File: config.mk
export PLATFORM = sky130hd
export DESIGN_NAME = fetch_unit
export DESIGN_NICKNAME = d
export VERILOG_FILES = /design/src/rtl/riscv_pkg.sv /design/src/rtl/fetch_buf.sv /design/src/rtl/fetch_unit.sv
export SDC_FILE = /design/constraint.sdc
export NUM_CORES = 1
export LEC_CHECK = 0
export ABC_AREA = 0
export CORE_MARGIN = 5
export CORE_UTILIZATION = 56
export CTS_BUF_LIST = sky130_fd_sc_hd__clkbuf_8
export DETAILED_ROUTE_END_ITERATION = 16
export PLACE_DENSITY = 0.94
export SLEW_MARGIN = 30
export SYNTH_ARGS = -nofsm -noshare
export SYNTH_HDL_FRONTEND = slang
export SYNTH_HIERARCHICAL = 1
export SYNTH_SLANG_ARGS = --single-unit
File: constraint.sdc
create_clock -name clk -period 13.4 [get_ports clk]
set_input_delay 2.01 -clock clk [delete_from_list [all_inputs] [get_ports clk]]
set_output_delay 2.01 -clock clk [all_outputs]
set_load 0.05 [all_outputs]
File: src/rtl/riscv_pkg.sv
// Shared RV32 constants: word width, NOP encoding, instruction field layout
// and the fetch FSM state type.
package riscv_pkg;
  localparam int XLEN = 32;
  localparam logic [XLEN-1:0] NOP = 32'h0000_0013;

  localparam int OP_W   = 7;
  localparam int OP_LSB = 0;
  localparam int F3_W   = 3;
  localparam int F3_LSB = 12;
  localparam int F7_W   = 7;
  localparam int F7_LSB = 25;

  typedef enum logic [1:0] {
    S_FETCH = 2'd0,
    S_WAIT  = 2'd1,
    S_DRAIN = 2'd2
  } fetch_state_e;
endpackage

File: src/rtl/fetch_buf.sv
// Small FIFO of {PC, instruction} pairs between the memory response and decode.
// DEPTH must be a power of two so the pointers wrap naturally.
module fetch_buf
  import riscv_pkg::*;
#(
  parameter int DEPTH = 2
) (
  input  logic                    clk,
  input  logic                    rst,
  input  logic                    push,
  input  logic [XLEN-1:0]         push_pc,
  input  logic [XLEN-1:0]         push_instr,
  input  logic                    pop,
  input  logic                    flush,
  output logic [XLEN-1:0]         head_pc,
  output logic [XLEN-1:0]         head_instr,
  output logic                    empty,
  output logic                    full,
  output logic [$clog2(DEPTH):0]  count
);
  localparam int PW = $clog2(DEPTH);

  logic [XLEN-1:0] pc_mem    [DEPTH];
  logic [XLEN-1:0] instr_mem [DEPTH];
  logic [PW-1:0]   rd_ptr;
  logic [PW-1:0]   wr_ptr;
  logic            do_push;
  logic            do_pop;

  assign empty      = (count == '0);
  assign full       = (count == (PW + 1)'(DEPTH));
  assign do_push    = push && !full;
  assign do_pop     = pop && !empty;
  assign head_pc    = pc_mem[rd_ptr];
  assign head_instr = instr_mem[rd_ptr];

  always_ff @(posedge clk or posedge rst) begin
    if (rst) begin
      rd_ptr <= '0;
      wr_ptr <= '0;
      count  <= '0;
    end else if (flush) begin
      rd_ptr <= '0;
      wr_ptr <= '0;
      count  <= '0;
    end else begin
      if (do_push) wr_ptr <= wr_ptr + PW'(1);
      if (do_pop)  rd_ptr <= rd_ptr + PW'(1);
      count <= count + (PW + 1)'(do_push) - (PW + 1)'(do_pop);
    end
  end

  // Storage carries data only, so it is left out of reset.
  always_ff @(posedge clk) begin
    if (do_push && !flush) begin
      pc_mem[wr_ptr]    <= push_pc;
      instr_mem[wr_ptr] <= push_instr;
    end
  end
endmodule

File: src/rtl/fetch_unit.sv
// Instruction fetch: one outstanding memory request, a small instruction buffer
// toward decode, and redirect handling that discards in-flight wrong-path words.
module fetch_unit
  import riscv_pkg::*;
#(
  parameter logic [XLEN-1:0] RESET_PC  = 32'h0000_0000,
  parameter int              BUF_DEPTH = 2
) (
  input  logic            clk,
  input  logic            rst,
  output logic            imem_req_valid,
  input  logic            imem_req_ready,
  output logic [XLEN-1:0] imem_req_addr,
  input  logic            imem_rsp_valid,
  input  logic [XLEN-1:0] imem_rsp_data,
  output logic            instr_valid,
  input  logic            instr_ready,
  output logic [XLEN-1:0] Instr,
  output logic [OP_W-1:0] Op,
  output logic [F3_W-1:0] funct3,
  output logic [F7_W-1:0] funct7,
  output logic [XLEN-1:0] PC,
  output logic [XLEN-1:0] PCPlus4,
  input  logic            PCSrc,
  input  logic [XLEN-1:0] PCTarget
);
  localparam int CW = $clog2(BUF_DEPTH) + 1;

  fetch_state_e    state;
  logic [XLEN-1:0] fpc;
  logic [XLEN-1:0] head_pc;
  logic [XLEN-1:0] head_instr;
  logic            accept;
  logic            consume;
  logic            redirect;
  logic            push;
  logic            room;
  logic            empty;
  logic            full;
  logic [CW-1:0]   count;
  logic [CW-1:0]   count_n;

  assign accept      = imem_req_valid && imem_req_ready;
  assign instr_valid = !empty;
  assign consume     = instr_valid && instr_ready;
  assign redirect    = consume && PCSrc;
  assign push        = (state == S_WAIT) && imem_rsp_valid && !redirect && !full;

  // Occupancy after this edge decides whether a request may be raised next cycle.
  assign count_n = redirect ? '0 : count + CW'(push) - CW'(consume);
  assign room    = count_n < CW'(BUF_DEPTH);

  assign imem_req_addr = fpc;

  fetch_buf #(.DEPTH(BUF_DEPTH)) u_buf (
    .clk        (clk),
    .rst        (rst),
    .push       (push),
    .push_pc    (fpc - 32'd4),
    .push_instr (imem_rsp_data),
    .pop        (consume),
    .flush      (redirect),
    .head_pc    (head_pc),
    .head_instr (head_instr),
    .empty      (empty),
    .full       (full),
    .count      (count)
  );

  always_ff @(posedge clk or posedge rst) begin
    if (rst) begin
      state          <= S_FETCH;
      fpc            <= RESET_PC;
      imem_req_valid <= 1'b0;
    end else begin
      if (redirect)    fpc <= PCTarget & 32'hFFFF_FFFC;
      else if (accept) fpc <= fpc + 32'd4;

      case (state)
        S_FETCH: begin
          // An accept in the redirect cycle fetched the wrong path; drain it.
          if (accept) begin
            state          <= redirect ? S_DRAIN : S_WAIT;
            imem_req_valid <= 1'b0;
          end else begin
            imem_req_valid <= room;
          end
        end
        S_WAIT: begin
          if (imem_rsp_valid) begin
            state          <= S_FETCH;
            imem_req_valid <= room;
          end else if (redirect) begin
            state <= S_DRAIN;
          end
        end
        S_DRAIN: begin
          if (imem_rsp_valid) begin
            state          <= S_FETCH;
            imem_req_valid <= room;
          end
        end
        default: begin
          state          <= S_FETCH;
          imem_req_valid <= 1'b0;
        end
      endcase
    end
  end

  assign Instr   = empty ? NOP : head_instr;
  assign PC      = empty ? '0 : head_pc;
  assign PCPlus4 = PC + 32'd4;
  assign Op      = Instr[OP_LSB +: OP_W];
  assign funct3  = Instr[F3_LSB +: F3_W];
  assign funct7  = Instr[F7_LSB +: F7_W];
endmodule

==> qor.txt <==
Final net count: 1000
CP delay by family, top: buffers and inverters
Multi-input logic area: 3779 um^2
Remaining DRCs: 0
Crit Path Max Fanout: 34
Max Fclk: 0.1491 GHz
Synth Area in Compound Gates: 3.917%
Vert. Die Dim: 137.1 um
Post-CTS Setup Bufs: 0
Clock Tree Buf Depth: 2
Total GRT Usage: 23.19%
WP buf/inv: 2
Antenna violations before repair: 0
Netlist cell types: 56
Register clock-pin slew on the reported worst setup and hold paths: 90 ps
Htree depth: 4
Share of layout cells above drive strength 1: 13.93%
Clk_skew: 16.61 ps
CTS Buf Count: 17
Dominant cell type by area after synthesis: edfxtp_1
Drt initial violations: 386
Crit share post-route: 50.04%
Synth Flop Type: edfxtp_1
Post-synthesis mux area share: 10.67%
Area delta synth->final: 26.71%
Critical Path Max Stage Delay: 850 ps
Post-cts resize count: 0
Area share of the largest cell type after synthesis: 42.52%
Wire per inst: 18.78 um
Width of the die: 137.1 um
Register area share after synthesis: 52.76%
CTS tree: done
Max-cap violation count: 0
Gpl congestion: 0.8806
Synth Warn #: 6
HP Class: reg -> reg
Critical path cell sequence: buf_4, mux2_4, nor2b_1, ha_1, and4b_1, nand3_1, or4_1, a21oi_1, clkdlybuf4s50_1
Slowest CP cell: clkdlybuf4s50_1
Routed Antenna Nets: 0
Final Critical Period: 6705 ps
Syn Area/Cell: 12.15 um^2
Xor/xnor share of the synthesized area: 6.588%
R2R cell count: 7
Final Hold Viols: 0
Global-route wire length before repair: 33590 um
Hold wc startpoint: imem_req_addr[31]$_DFFE_PP0P_
Status: finished clean
Post-Route WL: 21580 um
Detailed-route via count: 6413
Post-DP HPWL: 15960 um
Worst-Margin Slew: 876.0 ps
Critical path type: reg -> out
Critical Path RT: 11390 ps
Global route overflow: 0
Number of global-route vias before repair: 6299
Reg area: 4773 um^2
CTS root buf: clkbuf_8
Main combinational cell family by area after synthesis: simple AND/OR/NAND/NOR gates
# hold bufs at CTS: 0
Most frequent cells in the layout: 212 x clkdlybuf4s50_1, 128 x edfxtp_1, 59 x nor2b_1
Worst reg2reg startpoint: u_buf/count[1]$_DFF_PP0_
Simple-gate share of the synthesized area: 18.73%
Die ar.: 18780 um^2
Worst Hold Depth: 2
RSZ-0062 raised after global routing: no
Synth Area in Adders: 1.384%
Pin count of the biggest net entering global routing: 65
Top post-synthesis cells by area: edfxtp_1 43%, dfrtp_1 10%, mux2_4 8.5%
Setup TNS: 0 ps
Row count: 46
Slew HR: 41.06%
Post-synthesis cell area: 9040 um^2
Starting density of the core: 56.91%
Final Setup Violations: 0
Clk_lat worst skew: 450 ps
Critical path endpoint category: primary output
Core area: 15890 um^2
Reg2reg setup slack: 9600 ps
FF+latch count, synth: 165
Final Max Tran Viols: 0
EDFF count, synth: 128
Syn Inst Count: 744
CP Data Arrival Time: 4690 ps
Most common cell after layout, fill and taps aside: clkdlybuf4s50_1
Pre-antenna DRT Iters: 4
Reg2reg end: u_buf/instr_mem[1][4]$_DFFE_PP_
Worst Hold End: imem_req_addr[31]$_DFFE_PP0P_
Clk sinks: 165
Startpoint Class: flop
# IOs: 217
# diodes: 0
IO buf count: 212
Layout fillers: 1076
Ys async rst share: 22.42%
Via density per instance: 5.581
cells by family (layout without fill, tap and decap cells):
kind of cell	after synthesis	in the layout
XOR/XNOR	68	68
adder cells (fa/ha/maj)	10	10
multiplexers	69	69
buffers and inverters	86	270
AO/OA/AOI/OAI	57	57
AND/OR/NAND/NOR	288	288
other	1	6
flip-flops	165	165
synthesized netlist by cell type, types with 15 or more instances:
cell type,count
o21ai_0,20
nor2b_1,59
mux2_2,15
nand4_1,19
dfrtp_1,37
nor2_1,37
buf_4,25
mux2_4,51
edfxtp_1,128
xnor2_1,39
nand3_1,30
xor2_1,29
nand2_1,43
nor4_1,16
a31oi_1,16
nor3_1,16
inv_1,20
clkbuf_1,17
cell type report:
cell class / count / share of cell area, %
clock inverters: 15 / 1.365
multi-input cells: 498 / 32.99
well taps: 216 / 2.359
clock buffers: 17 / 2.043
repair buffers: 218 / 18.92
flip-flops and latches: 165 / 41.67
inverters: 20 / 0.6554
flip-flops by register name (all words and copies together) (netlist names):
signal	count
u_buf/instr_mem	64
imem_req_valid	1
u_buf/rd_ptr	1
u_buf/wr_ptr	1
imem_req_addr	30
state	2
u_buf/count	2
u_buf/pc_mem	64
metrics by stage:
step                      std cells  worst slack, ps  hold WS (ps)  instance area, um^2  utilization [%]
after global placement         1117             7218         600.4                11060            69.65
after global routing           1149             6398         683.9                11450            72.11
after CTS                      1149             6651         635.2                11450            72.11
after detailed placement       1117             7169         618.9                11060            69.65
after floorplan                 749             4997         567.0                 9059                -
final                          1149             6695         633.4                11450            72.11
worst min-delay path: stages (launching register included):
cell and delay (ps):
dfrtp_1 440, o31ai_1 80, a31oi_1 80
worst max-delay path by stage:
stage | from | endpoint | slack (ps) | cells past startpoint
3_3_place_gp | u_buf/rd_ptr$_DFFE_PP0P_ | PCPlus4[16] | 7220 | 9
5_1_grt | u_buf/rd_ptr$_DFFE_PP0P_ | PCPlus4[16] | 6400 | 9
2_1_floorplan | PCSrc | u_buf/instr_mem[1][0]$_DFFE_PP_ | 5000 | 7
6_report | u_buf/rd_ptr$_DFFE_PP0P_ | PCPlus4[16] | 6700 | 9
4_1_cts | u_buf/rd_ptr$_DFFE_PP0P_ | PCPlus4[16] | 6650 | 9
3_5_place_dp | u_buf/rd_ptr$_DFFE_PP0P_ | PCPlus4[16] | 7170 | 9
routing by layer:
| layer | up-vias | GRT usage, % | wire length (um) |
|---|---|---|---|
| li1 | 3040 | - | - |
| met1 | 3069 | 29.81 | 8793 |
| met2 | 274 | 38.17 | 10330 |
| met3 | 30 | 6.066 | 2038 |
| met4 | 0 | 8.093 | 420 |
| met5 | - | 0 | 0 |
Power is left out: the tool's default activity adds up to more than one toggle a clock period on the data nets, which glitch-free logic cannot reach.
